==> src/rtl/mem_port_arbiter.sv <==
// rtl/mem_port_arbiter.sv - single-port memory arbiter for instruction fetch and load/store
// Optional MEM_ARB_RR_EN: round-robin tie breaking instead of fixed data priority.
module mem_port_arbiter #(
   parameter int AW      = 32,
   parameter int DW      = 32,
   parameter int TIMEOUT = 255
) (
   input  logic          clk,
   input  logic          rst,
   input  logic          if_req,
   input  logic [AW-1:0] if_addr,
   output logic [DW-1:0] if_rdata,
   output logic          if_done,
   input  logic          dm_req,
   input  logic          dm_we,
   input  logic [AW-1:0] dm_addr,
   input  logic [DW-1:0] dm_wdata,
   output logic [DW-1:0] dm_rdata,
   output logic          dm_done,
   output logic          stall,
   output logic          mem_req,
   output logic          mem_we,
   output logic [AW-1:0] mem_addr,
   output logic [DW-1:0] mem_wdata,
   input  logic [DW-1:0] mem_rdata,
   input  logic          mem_ready,
   output logic          err
);
   localparam int CW = (TIMEOUT > 0) ? $clog2(TIMEOUT + 1) : 1;

   typedef enum logic [1:0] {IDLE, BUSY, RESP} state_t;

   state_t        state;
   logic          gnt_dm;
   logic [CW-1:0] wait_cnt;
   logic          pick_dm;
   logic          timed_out;

`ifdef MEM_ARB_RR_EN
   logic          last_dm;

   // On a tie the requester that did not win last time gets the port.
   always_comb begin
      pick_dm = dm_req;
      if (dm_req && if_req) pick_dm = ~last_dm;
   end
`else
   always_comb begin
      pick_dm = dm_req;
   end
`endif

   assign timed_out = (TIMEOUT != 0) && (wait_cnt == CW'(TIMEOUT));
   assign stall     = (if_req & ~if_done) | (dm_req & ~dm_done);

   always_ff @(posedge clk) begin
      if (rst) begin
         state     <= IDLE;
         gnt_dm    <= 1'b0;
         wait_cnt  <= '0;
         mem_req   <= 1'b0;
         mem_we    <= 1'b0;
         mem_addr  <= '0;
         mem_wdata <= '0;
         if_rdata  <= '0;
         dm_rdata  <= '0;
         if_done   <= 1'b0;
         dm_done   <= 1'b0;
         err       <= 1'b0;
`ifdef MEM_ARB_RR_EN
         last_dm   <= 1'b0;
`endif
      end else begin
         if_done <= 1'b0;
         dm_done <= 1'b0;
         case (state)
            IDLE: begin
               if (if_req || dm_req) begin
                  gnt_dm  <= pick_dm;
                  mem_req <= 1'b1;
                  if (pick_dm) begin
                     mem_we    <= dm_we;
                     mem_addr  <= dm_addr;
                     mem_wdata <= dm_wdata;
                  end else begin
                     mem_we    <= 1'b0;
                     mem_addr  <= if_addr;
                     mem_wdata <= '0;
                  end
`ifdef MEM_ARB_RR_EN
                  last_dm <= pick_dm;
`endif
                  state <= BUSY;
               end
            end
            BUSY: begin
               // A ready in the same cycle the watchdog expires still completes the access.
               if (mem_ready) begin
                  if (gnt_dm) begin
                     if (!mem_we) dm_rdata <= mem_rdata;
                     dm_done <= 1'b1;
                  end else begin
                     if_rdata <= mem_rdata;
                     if_done  <= 1'b1;
                  end
                  mem_req <= 1'b0;
                  state   <= RESP;
               end else if (timed_out) begin
                  err <= 1'b1;
                  if (gnt_dm) begin
                     dm_rdata <= '0;
                     dm_done  <= 1'b1;
                  end else begin
                     if_rdata <= '0;
                     if_done  <= 1'b1;
                  end
                  mem_req <= 1'b0;
                  state   <= RESP;
               end else if (wait_cnt != '1) begin
                  wait_cnt <= wait_cnt + CW'(1);
               end
            end
            RESP: begin
               wait_cnt <= '0;
               state    <= IDLE;
            end
            default: state <= IDLE;
         endcase
      end
   end
endmodule

==> config.mk <==
export PLATFORM = sky130hd
export DESIGN_NAME = mem_port_arbiter
export DESIGN_NICKNAME = d
export VERILOG_FILES = /design/src/rtl/mem_port_arbiter.sv
export SDC_FILE = /design/constraint.sdc
export NUM_CORES = 1
export LEC_CHECK = 0
export BUFFER_PORTS_ARGS = -buffer_cell sky130_fd_sc_hd__buf_2
export CAP_MARGIN = 15
export CORE_MARGIN = 2
export CORE_UTILIZATION = 49
export CTS_BUF_LIST = sky130_fd_sc_hd__clkbuf_16
export CTS_CLUSTER_SIZE = 30
export DETAILED_ROUTE_END_ITERATION = 16
export GPL_TIMING_DRIVEN = 0
export HOLD_SLACK_MARGIN = 0.1
export PLACE_DENSITY = 0.87
export SETUP_SLACK_MARGIN = 0.05
export SYNTH_ARGS = -nofsm -noshare
export SYNTH_HDL_FRONTEND = slang
export SYNTH_SLANG_ARGS = --single-unit
export TNS_END_PERCENT = 30
==> constraint.sdc <==
create_clock -name clk -period 2.1 [get_ports clk]
set_input_delay 0.42 -clock clk [delete_from_list [all_inputs] [get_ports clk]]
set_output_delay 0.42 -clock clk [all_outputs]
set_load 0.02 [all_outputs]
**After elaboration in Yosys (flattened, before gate mapping)**

Cells that the tools add are included.

- $add $sub $neg: 1
- Equality and inequality tests: 10
- Bitwise operators: 8
- Multiplexer cells: 30
- Reduce and logical (&&, ||, !) cells: 13

Operators with widths:

| cell | number |
|---|---|
| $mux 32 | 11 |
| $mux 8 | 3 |
| $pmux 8 s2 | 1 |
| $mux 1 | 10 |
| $ne 2x2->1 const B | 5 |
| $reduce_and 3->1 | 3 |
| $add 8x1->8 const B | 1 |
| $eq 8x8->1 const B | 1 |
| $ne 8x8->1 const B | 1 |
| $reduce_and 4->1 | 2 |
| $mux 2 | 3 |
| $reduce_bool 2->1 | 3 |
| $not 1->1 | 5 |
| $pmux 2 s2 | 1 |
| $reduce_and 2->1 | 2 |
| $ne 3x3->1 const B | 1 |
| $and 1x1->1 | 2 |
| $eq 2x1->1 const B | 1 |
| $eq 2x2->1 const B | 1 |
| $logic_not 2->1 | 1 |
| $pmux 1 s2 | 1 |
| $reduce_or 2->1 | 1 |
| $logic_or 1x1->1 | 1 |
| $or 1x1->1 | 1 |

- Input port bits: 134
- Word-level logic and storage cells: 74
- Bits in registers: 144
- Output and inout bits: 134

**Logic depth before layout (Yosys ltp)**

Gate-level depths: netlist (run 1).

- Depth after elaboration: 5
- Mapped depth: 6
- Mapped depth without buffers: 4

**Least setup slack after synthesis (run 1)**

OpenSTA, ideal clock, no wires.

- Kind: input to output
- Start: input dm_req
- End: output stall
- Data required time: 1.680 ns
- Path buffers: 2
- Slack: 0.417 ns
- Arrival: 1.263 ns
- Stages on the path: 4
- Path through: buf_2 -> buf_2 -> inv_1 -> o22ai_1

- Cells in the longest elaborated chain, start to end: 2

Ends and longest elaborated chain:

| element | line | RTL |
|---|---|---|
| start, declared | 14 | `input logic dm_req,` |
| $and 1x1->1 | 54 | `assign stall = (if_req & ~if_done) \| (dm_req & ~dm_done);` |
| $or 1x1->1 | 54 |  |
| end, declared | 20 | `output logic stall,` |

Every way passes these cells.

**Worst setup path after layout (run 1)**

- Start: register wait_cnt[0]
- End: register dm_rdata[9]

- Cells in the longest elaborated chain, start to end: 3

Ends and longest elaborated chain:

| element | line | RTL |
|---|---|---|
| start, declared | 35 | `logic [CW-1:0] wait_cnt;` |
| start signal, assigned | 120 | `wait_cnt <= wait_cnt + CW'(1);` |
| $eq 8x8->1 | 53 | `assign timed_out = (TIMEOUT != 0) && (wait_cnt == CW'(TIMEOUT));` |
| $reduce_bool 2->1 (no line) | n/a |  |
| $reduce_and 4->1 (no line) | n/a |  |
| end signal, assigned | 100 | `if (!mem_we) dm_rdata <= mem_rdata;` |
| end, declared | 18 | `output logic [DW-1:0] dm_rdata,` |

Every way passes these cells.
A chain may end at the register's enable or synchronous reset.

==> results.json, run 1 <==
{
  "outcome": "finished, final reports clean",
  "cts_max_path_buffers": 2,
  "grtUsageTotal_pct": 28.58,
  "clk_pin_slew_ns": 0.06,
  "worst_pin_slew_ns": 0.6952,
  "fill_cells": 1089,
  "syn_area_um2": 6733,
  "endpoint_kind": "register",
  "die-area_um2": 14690,
  "place_area_um2": 8279,
  "dr.pass1.iters": 5,
  "max_freq_mhz": 510.3,
  "slew_violations": 0,
  "use_met3_pct": 7.989,
  "wl_per_cell_um": 17.67,
  "startpoint_type": "register",
  "synthFlopType": "dfxtp_1",
  "cp_max_fo": 10,
  "seqCellArea_um2": 2883,
  "maxSlewHeadroom_pct": 53.65,
  "syn-num-nets": 878,
  "pwr_density_cell_nw_per_um2": 825.1,
  "num_rows": 42,
  "min_period_over_period_pct": 93.31,
  "ant_nets": 0,
  "drc_errors": 0,
  "worst_ir_drop_vdd_v": 0.0005329,
  "cts_root_buf": "clkbuf_16",
  "arrival_ns": 2.24,
  "numClockSinks": 144,
  "grt_overflow": 0,
  "critPathKind": "register to register",
  "cts_made_buffers": 17,
  "yosys.area.top_type": "dfxtp_1",
  "fp.dieW_um": 121.2,
  "place_hpwl_mm": 15.55,
  "critPathSlowestCell": "dfxtp_1",
  "vias_per_cell": 5.753,
  "num_vias": 7001,
  "insertion_delay_ns": 0.42,
  "multi_input_area_um2": 3443,
  "worstHoldPathType": "input port to register",
  "min_period_ns": 1.960,
  "cp.depth": 5,
  "wl_mm": 21.51,
  "finalHoldViolations": 0,
  "crit_start": "wait_cnt[0]$_SDFFE_PP0P_",
  "synth_edf_count": 0,
  "leakagePower_nw": 4.080,
  "cts.htree.levels": 4,
  "max_cap_violations": 0,
  "die_y_um": 121.2,
  "drt-initial-drc-count": 617,
  "stdcell_area_um2": 8877,
  "io_buffers": 265,
  "power_mw": 7.324,
  "core_area_um2": 13350,
  "crit_buf_inv": 1,
  "fin_ws_ns": 0.1404,
  "grt_max_degree": 17,
  "min_path_cells": 3,
  "yosysTopAreaCellShare_pct": 42.82,
  "r2r_cells": 5,
  "grt_pass1_vias": 6616,
  "area_growth_pct": 31.85,
  "yosysMostFrequentCell": "dfxtp_1",
  "synthCells": 743,
  "worstReg2RegStart": "wait_cnt[0]$_SDFFE_PP0P_",
  "fin_tns_setup_ns": 0,
  "crit_required_ns": 2.38,
  "initial_core_util_pct": 50.44,
  "final-setup-viol-count": 0,
  "yosysUniqueCellTypes": 49,
  "grt_antenna_before_repair": 1,
  "skew_ns": 0.007904,
  "syn_avg_cell_area_um2": 9.062,
  "grtUsageMet2_pct": 46.95,
  "seq_area_frac_synth_pct": 42.82,
  "drive_above_1_share_pct": 34.42,
  "synthTopCellsByCount": "dfxtp_1 (144), a21oi_1 (105), nand2_1 (99)",
  "ctsHoldBuffers": 0,
  "gp_congestion": 0.8814,
  "worstHoldStart": "dm_wdata[21]",
  "grt_pass1_wl_mm": 33.31,
  "ys_ff_latch": 144,
  "cpPeakStageDelay_ns": 0.46,
  "crit_family": "simple AND/OR/NAND/NOR gates",
  "ioPinCount": 268,
  "cts_tree": "yes",
  "synthTopCellsByArea": "dfxtp_1 (43%), mux2i_1 (9.5%), a21oi_1 (7.8%), nand2_1 (5.5%), o21ai_0 (4.9%)",
  "yosys_warnings": 0,
  "nets": 1162,
  "post-place-ws_ns": -0.09643,
  "rrSetupSlack_ns": 0.14,
  "rsz0062_at_grt": "true",
  "async_reset_ff_share_pct": 0,
  "met1_usage_pct": 35.30,
  "cp_cell_sequence": "ha_1, nand3_1, nor3_4, clkbuf_1, o21ai_0",
  "busiest_layer": "met2"
}
repair_timing:
item,4_1_cts,5_1_grt
gates resized for setup,1,7
setup buffers,0,0
setup endpoints to repair,30,36
worst reg2reg max path, cell delays in order, from the launching register on:
cell	delay, ns
dfxtp_1	0.46
ha_1	0.30
nand3_1	0.26
nor3_4	0.31
clkbuf_1	0.35
o21ai_0	0.15
area by class of cell:
cell class | instances | share of cell area (%)
Sequential cell | 144 | 32.47
Tap cell | 176 | 2.481
Inverter | 5 | 0.2114
Timing Repair Buffer | 265 | 14.94
Antenna cell | 1 | 0.02819
Clock inverter | 15 | 1.705
Clock buffer | 17 | 4.792
Buffer | 77 | 4.581
Multi-Input combinational cell | 517 | 38.79
final timing paths:
check                                                   to
worst max-delay path              dm_rdata[9]$_SDFFE_PP0P_
worst min-delay path            mem_wdata[21]$_SDFFE_PP0P_
worst max register to register    dm_rdata[9]$_SDFFE_PP0P_
worst min register to register   mem_wdata[9]$_SDFFE_PP0P_
report_power, final:
part	total [mW]	internal, mW	switching [mW]
logic	1.35	0.498	0.848
clock network	2.97	1.83	1.14
registers	3.01	2.91	0.0956
total	7.32	5.25	2.08
logic make-up (layout without fill, tap and decap cells):
logic type	after synthesis	count (layout)	share of synthesized area (%)
and+or+nand+nor	196	196	16.56
adders and majority gates	1	1	0.1858
muxes	65	65	9.682
AOI/OAI and AO/OA	254	254	24.38
buffers and inverters	82	379	6.244
other	0	1	0
xor gates and xnor gates	1	1	0.1301
DFF	144	144	42.82
metrics by stage:
stage | cells | hold slack [ns] | utilization (%)
global route | 1216 | 0.2367 | 66.49
global placement | 1184 | 0.4488 | 62.03
CTS | 1216 | 0.2343 | 66.39
floorplan | 743 | 0.4729 | -
finish | 1217 | 0.2465 | 66.51
detailed placement | 1184 | 0.4613 | 62.03
state kept, by name (all words and copies together) (netlist names):
register,count
dm_done,1
mem_req,1
if_rdata,32
state,2
err,1
wait_cnt,8
if_done,1
mem_addr,32
mem_wdata,32
gnt_dm,1
mem_we,1
dm_rdata,32
placed cells by master, fill, tap and decap left out, drive strengths merged, types with 2 or more instances in the layout:
| master | instances |
|---|---|
| a2111oi | 2 |
| a211oi | 38 |
| a21o | 2 |
| a21oi | 105 |
| a311oi | 32 |
| a31o | 3 |
| buf | 311 |
| bufinv | 3 |
| clkbuf | 48 |
| clkinv | 10 |
| dfxtp | 144 |
| inv | 6 |
| mux2i | 64 |
| nand2 | 99 |
| nand2b | 3 |
| nand4 | 2 |
| nand4b | 2 |
| nor2 | 6 |
| nor2b | 32 |
| nor3 | 6 |
| nor3b | 2 |
| nor4 | 2 |
| nor4bb | 31 |
| o21ai | 66 |
| or2 | 2 |
layer usage:
layer	part of all wire, %	vias to the layer above	routed length (µm)
met5	0	-	0
met4	3.1	0	657
met3	9.1	56	1965
met2	47	371	10210
met1	40	3280	8678
li1	-	3294	-
(Power assumes the default switching activity.)
==> run 2: changes to the inputs <==
--- a/config.mk
+++ b/config.mk
@@ -7,6 +7,7 @@
 export LEC_CHECK = 0
 export BUFFER_PORTS_ARGS = -buffer_cell sky130_fd_sc_hd__buf_2
 export CAP_MARGIN = 15
+export CORE_ASPECT_RATIO = 1.75
 export CORE_MARGIN = 2
 export CORE_UTILIZATION = 49
 export CTS_BUF_LIST = sky130_fd_sc_hd__clkbuf_16
==> run 2 against run 1 <==
Net effect: fmax up 6.0%; clock power increased by 10%; critical path depth did not move; critical endpoint is now if_rdata[6]$_SDFFE_PP0P_; largest cell class unchanged; highest routed layer unchanged.
==> results.json, run 2 (synthesis results as in run 1) <==
{
  "outcome": "finished, final reports clean",
  "wl_mm": 20.91,
  "min_period_ns": 1.848,
  "clk_pin_slew_ns": 0.06,
  "grt_overflow": 0,
  "insertion_delay_ns": 0.41,
  "area_growth_pct": 32.56,
  "r2r_cells": 5,
  "hold-path-endpoint": "mem_wdata[3]$_SDFFE_PP0P_",
  "max_cap_violations": 0,
  "seqPwrFrac_pct": 39.5,
  "vias_per_cell": 5.603,
  "dr.pass1.iters": 7,
  "stdcell_area_um2": 8925,
  "slew_violations": 0,
  "worstReg2RegStart": "state[0]$_SDFFE_PP0P_",
  "crit_buf_inv": 2,
  "worst_ir_drop_vdd_v": 0.0004928,
  "grtUsageTotal_pct": 27.25,
  "clkPwrFrac_pct": 43.0,
  "pwr_density_cell_nw_per_um2": 852.9,
  "intPower_mw": 5.511,
  "core_area_um2": 13380,
  "grt_max_degree": 17,
  "max_freq_mhz": 541.2,
  "min_period_over_period_pct": 87.99,
  "cp_cell_sequence": "buf_4, nand2b_1, nor2_1, clkbuf_1, a311oi_1",
  "initial_core_util_pct": 50.31,
  "skew_ns": 0.01074,
  "switching_power_mw": 2.101,
  "cts.htree.levels": 4,
  "rsz0062_at_grt": "false",
  "final-setup-viol-count": 0,
  "maxSlewHeadroom_pct": 57.25,
  "arrival_ns": 2.10,
  "die_y_um": 159.1,
  "nets": 1162,
  "die-area_um2": 14730,
  "numClockSinks": 144,
  "place_area_um2": 8277,
  "cts_tree": "yes",
  "grt_pass1_wl_mm": 32.49,
  "grt_pass1_vias": 6759,
  "critPathSlowestCell": "clkbuf_1",
  "fp.dieW_um": 92.61,
  "min_path_cells": 3,
  "num_rows": 56,
  "ctsHoldBuffers": 0,
  "r2r_end": "if_rdata[6]$_SDFFE_PP0P_",
  "drc_errors": 0,
  "cts_made_buffers": 17,
  "crit_family": "buffers and inverters",
  "drive_above_1_share_pct": 34.74,
  "critPathKind": "register to register",
  "leakagePower_nw": 4.097,
  "p_comb_share_pct": 17.4,
  "place_hpwl_mm": 16.09,
  "finalHoldViolations": 0,
  "ant_nets": 0,
  "cts_max_path_buffers": 2,
  "startpoint_type": "register",
  "layout_common_cells": "buf_2 (292), dfxtp_1 (144), a21oi_1 (105)",
  "ioPinCount": 268,
  "sw_frac_of_total_pct": 27.60,
  "crit_required_ns": 2.35,
  "io_buffers": 265,
  "cpPeakStageDelay_ns": 0.47,
  "drt-initial-drc-count": 402,
  "endpoint_kind": "register",
  "worstHoldPathType": "input port to register",
  "rrSetupSlack_ns": 0.25,
  "cp_max_fo": 10,
  "wl_per_cell_um": 17.23,
  "cts_root_buf": "clkbuf_16",
  "worst_pin_slew_ns": 0.6412,
  "fin_tns_setup_ns": 0,
  "final_common_cell": "buf_2",
  "cts_setup_buffers": 0,
  "holdWs_ns": 0.2492,
  "grt_antenna_before_repair": 1,
  "num_vias": 6802,
  "gp_congestion": 0.9351,
  "worstHoldStart": "dm_wdata[3]"
}
run 2: cell count changes in the layout (fill, tap and decap cells not counted), sizes merged:
| cell | delta |
|---|---|
| clkinv | -6 |
| bufinv | +2 |
| inv | +2 |
| buf | +1 |
| clkbuf | -1 |
| clkinvlp | +1 |
run 2: worst min-delay path, cell delays in order:
cell and delay, ns:
buf_2 0.09, nand2_1 0.04, a21oi_1 0.05
run 2: per-stage QoR:
stage	utilization (%)	worst slack [ns]	power, mW	cells
floorplan	-	0.4175	3.878	743
global placement	61.85	0.1629	4.352	1182
finish	66.69	0.2521	7.612	1214
detailed placement	61.85	0.1180	4.383	1182
CTS	66.61	0.1271	7.639	1213
global route	66.69	0.06589	7.888	1214
run 2: area by class of cell:
class	instances	area, µm²
sequential	144	2883
clock buffer	17	425.4
clock inverter	14	212.7
antenna	1	2.502
tap	174	217.7
inverter	5	18.77
multi-input combinational	517	3435
buffer	77	404.1
fill	1143	4458
timing repair buffer	265	1326
run 2: metal layers:
| layer | share of wire (%) | wire [µm] | vias up | global-route usage (%) |
|---|---|---|---|---|
| met5 | 0 | 0 | - | 0 |
| met3 | 5.2 | 1084 | 44 | 4.496 |
| met4 | 3.2 | 661 | 0 | 11.90 |
| li1 | - | - | 3294 | - |
| met1 | 35 | 7353 | 3190 | 26.56 |
| met2 | 56 | 11810 | 274 | 54.18 |
run 2: repair_timing:
action | in CTS | in global routing
resized for setup | 0 | 5
setup endpoints to repair | 0 | 30
hold endpoints to repair | 0 | 0
run 2: how the worst max path moves through the flow:
stage                                   startpoint                   endpoint  slack [ns]  depth (start not counted)
after floorplan                             dm_req                      stall        0.42                          4
after global placement    wait_cnt[0]$_SDFFE_PP0P_  dm_rdata[20]$_SDFFE_PP0P_        0.16                          5
after detailed placement  wait_cnt[0]$_SDFFE_PP0P_  dm_rdata[16]$_SDFFE_PP0P_        0.12                          5
after CTS                 wait_cnt[0]$_SDFFE_PP0P_  dm_rdata[16]$_SDFFE_PP0P_        0.13                          5
after global routing      wait_cnt[0]$_SDFFE_PP0P_   dm_rdata[2]$_SDFFE_PP0P_        0.07                          5
final                        state[0]$_SDFFE_PP0P_   if_rdata[6]$_SDFFE_PP0P_        0.25                          5
run 2: power groups by stage:
| stage | clock, mW | sequential [mW] | combinational, mW |
|---|---|---|---|
| after detailed placement | 0 | 3.06 | 1.32 |
| after global routing | 3.44 | 3.03 | 1.42 |
| final | 3.28 | 3.01 | 1.33 |
| after global placement | 0 | 3.06 | 1.29 |
| after floorplan | 0 | 3.26 | 0.613 |
| after CTS | 3.31 | 3.01 | 1.32 |
==> run 3: changes to the inputs <==
==> constraint.sdc (replaced) <==
create_clock -name clk -period 2 [get_ports clk]
set_input_delay 0.4 -clock clk [delete_from_list [all_inputs] [get_ports clk]]
set_output_delay 0.4 -clock clk [all_outputs]
set_load 0.02 [all_outputs]
==> run 3 against run 2 <==
Net effect: global-route usage is essentially flat; routed wire length grew 0.16%; worst hold slack lost 0.019 ns; critical path depth grew 1; clock skew shrank 0.00058 ns; die area is the same; combinational power grew 5%; first-iteration DRC count grew 3.2%; non-clock buffer count is the same.
==> results.json, run 3 (synthesis results as in run 1) <==
{
  "outcome": "finished, final reports clean",
  "route.met3.wl_mm": 1.083,
  "place_hpwl_mm": 16.09,
  "final_common_cell": "buf_2",
  "core_area_um2": 13380,
  "skew_ns": 0.01016,
  "finalHoldViolations": 0,
  "die-area_um2": 14730,
  "ant_nets": 0,
  "min_period_ns": 1.824,
  "num_vias": 6809,
  "stdcell_area_um2": 8927,
  "max_cap_violations": 0,
  "worst_pin_slew_ns": 0.6470,
  "dr.pass1.iters": 5,
  "wl_met2_mm": 11.86,
  "ioPinCount": 268,
  "cts_tree": "yes",
  "layout_common_cells": "buf_2 (292), dfxtp_1 (144), a21oi_1 (105)",
  "maxSlewHeadroom_pct": 56.87,
  "final-setup-viol-count": 0,
  "initial_core_util_pct": 50.31,
  "worstReg2RegStart": "wait_cnt[0]$_SDFFE_PP0P_",
  "cts.htree.levels": 4,
  "min_path_cells": 3,
  "num_rows": 56,
  "switching_power_mw": 2.200,
  "rsz0062_at_grt": "false",
  "gp_congestion": 0.9351,
  "fin_tns_setup_ns": 0,
  "rrSetupSlack_ns": 0.18,
  "drive_above_1_share_pct": 34.94,
  "crit_required_ns": 2.30,
  "r2r_end": "if_rdata[6]$_SDFFE_PP0P_",
  "grt_antenna_before_repair": 1,
  "startpoint_type": "register",
  "grt_overflow": 0,
  "nets": 1162,
  "cts_root_buf": "clkbuf_16",
  "hold-path-endpoint": "mem_wdata[3]$_SDFFE_PP0P_",
  "highest_layer": "met4",
  "cts_max_path_buffers": 2,
  "critPathSlowestCell": "dfxtp_1",
  "area_growth_pct": 32.60,
  "r2r_cells": 6,
  "die_y_um": 159.1,
  "grt_max_degree": 17,
  "drt-initial-drc-count": 415,
  "leakagePower_nw": 4.104,
  "arrival_ns": 2.12,
  "insertion_delay_ns": 0.41,
  "cp_max_fo": 10,
  "worstHoldPathType": "input port to register",
  "place_area_um2": 8277,
  "cpPeakStageDelay_ns": 0.36,
  "holdWs_ns": 0.2301,
  "endpoint_kind": "register",
  "cts_made_buffers": 17,
  "min_period_over_period_pct": 91.20,
  "crit_top_cell": "buf_6",
  "grt_pass1_wl_mm": 32.49,
  "place_inst": 1182,
  "clkPwrFrac_pct": 43.0,
  "numClockSinks": 144,
  "wl_met1_mm": 7.335,
  "drc_errors": 0,
  "clk_pin_slew_ns": 0.06,
  "grtUsageTotal_pct": 27.27,
  "worst_ir_drop_vdd_v": 0.0005126,
  "io_buffers": 265,
  "cp_cell_sequence": "ha_1, and3_1, buf_6, a21o_4, buf_6, a311oi_1",
  "max_freq_mhz": 548.3,
  "vias_per_cell": 5.609,
  "power_mw": 7.987,
  "slew_violations": 0,
  "grt_pass1_vias": 6767,
  "final_cells": 1214,
  "wl_per_cell_um": 17.25,
  "seqPwrFrac_pct": 39.6,
  "sw_frac_of_total_pct": 27.55,
  "critPathKind": "register to register",
  "fp.dieW_um": 92.61,
  "pwr_density_cell_nw_per_um2": 894.7,
  "wl_mm": 20.95,
  "worstHoldStart": "dm_wdata[3]",
  "p_comb_share_pct": 17.4,
  "intPower_mw": 5.787
}
[run 3: metrics by stage]
step	setup WS, ns	util [%]
5_1_grt	0.08830	66.71
3_3_place_gp	0.06287	61.85
3_5_place_dp	0.01800	61.85
6_report	0.1760	66.71
4_1_cts	0.1550	66.65
2_1_floorplan	0.3575	-
[run 3: routing by layer]
| metal | vias up | GRT usage, % |
|---|---|---|
| met3 | 44 | 4.449 |
| li1 | 3294 | - |
| met4 | 0 | 11.97 |
| met1 | 3203 | 26.53 |
| met2 | 268 | 54.28 |
| met5 | - | 0 |
[run 3: worst max path at each step]
stage / from / endpoint / slack, ns / depth (start not counted)
global route: wait_cnt[0]$_SDFFE_PP0P_ / if_rdata[9]$_SDFFE_PP0P_ / 0.09 / 6
global placement: wait_cnt[0]$_SDFFE_PP0P_ / dm_rdata[20]$_SDFFE_PP0P_ / 0.06 / 5
finish: wait_cnt[0]$_SDFFE_PP0P_ / if_rdata[6]$_SDFFE_PP0P_ / 0.18 / 6
detailed placement: wait_cnt[0]$_SDFFE_PP0P_ / dm_rdata[16]$_SDFFE_PP0P_ / 0.02 / 5
floorplan: dm_req / stall / 0.36 / 4
CTS: wait_cnt[0]$_SDFFE_PP0P_ / dm_rdata[16]$_SDFFE_PP0P_ / 0.16 / 5
[run 3: area by class of cell]
| type | count | area [µm²] |
|---|---|---|
| Fill cell | 1141 | 4456 |
| Multi-Input combinational cell | 517 | 3435 |
| Buffer | 77 | 406.6 |
| Antenna cell | 1 | 2.502 |
| Tap cell | 174 | 217.7 |
| Sequential cell | 144 | 2883 |
| Timing Repair Buffer | 265 | 1326 |
| Clock buffer | 17 | 425.4 |
| Inverter | 5 | 18.77 |
| Clock inverter | 14 | 212.7 |
[run 3: power groups by stage]
| stage | Sequential (mW) | Clock [mW] | Combinational, mW |
|---|---|---|---|
| 6_report | 3.16 | 3.43 | 1.39 |
| 5_1_grt | 3.18 | 3.61 | 1.50 |
| 4_1_cts | 3.16 | 3.47 | 1.39 |
| 3_5_place_dp | 3.22 | 0 | 1.39 |
| 3_3_place_gp | 3.21 | 0 | 1.36 |
| 2_1_floorplan | 3.43 | 0 | 0.644 |
[run 3: worst max-delay path: cells and delay by family (launching register included)]
| kind | cells | cell delay [ns] |
|---|---|---|
| AOI/OAI and AO/OA | 2 | 0.57 |
| and+or+nand+nor | 1 | 0.21 |
| adders and majority gates | 1 | 0.28 |
| DFF | 1 | 0.36 |
| buffers and inverters | 2 | 0.30 |
[run 3: repair_timing]
item,CTS,global route
hold buffers,0,0
cloned,0,0
setup endpoints to repair,11,37
gates resized for setup,1,8
endpoints found under the hold margin,0,0
setup buffers,0,0
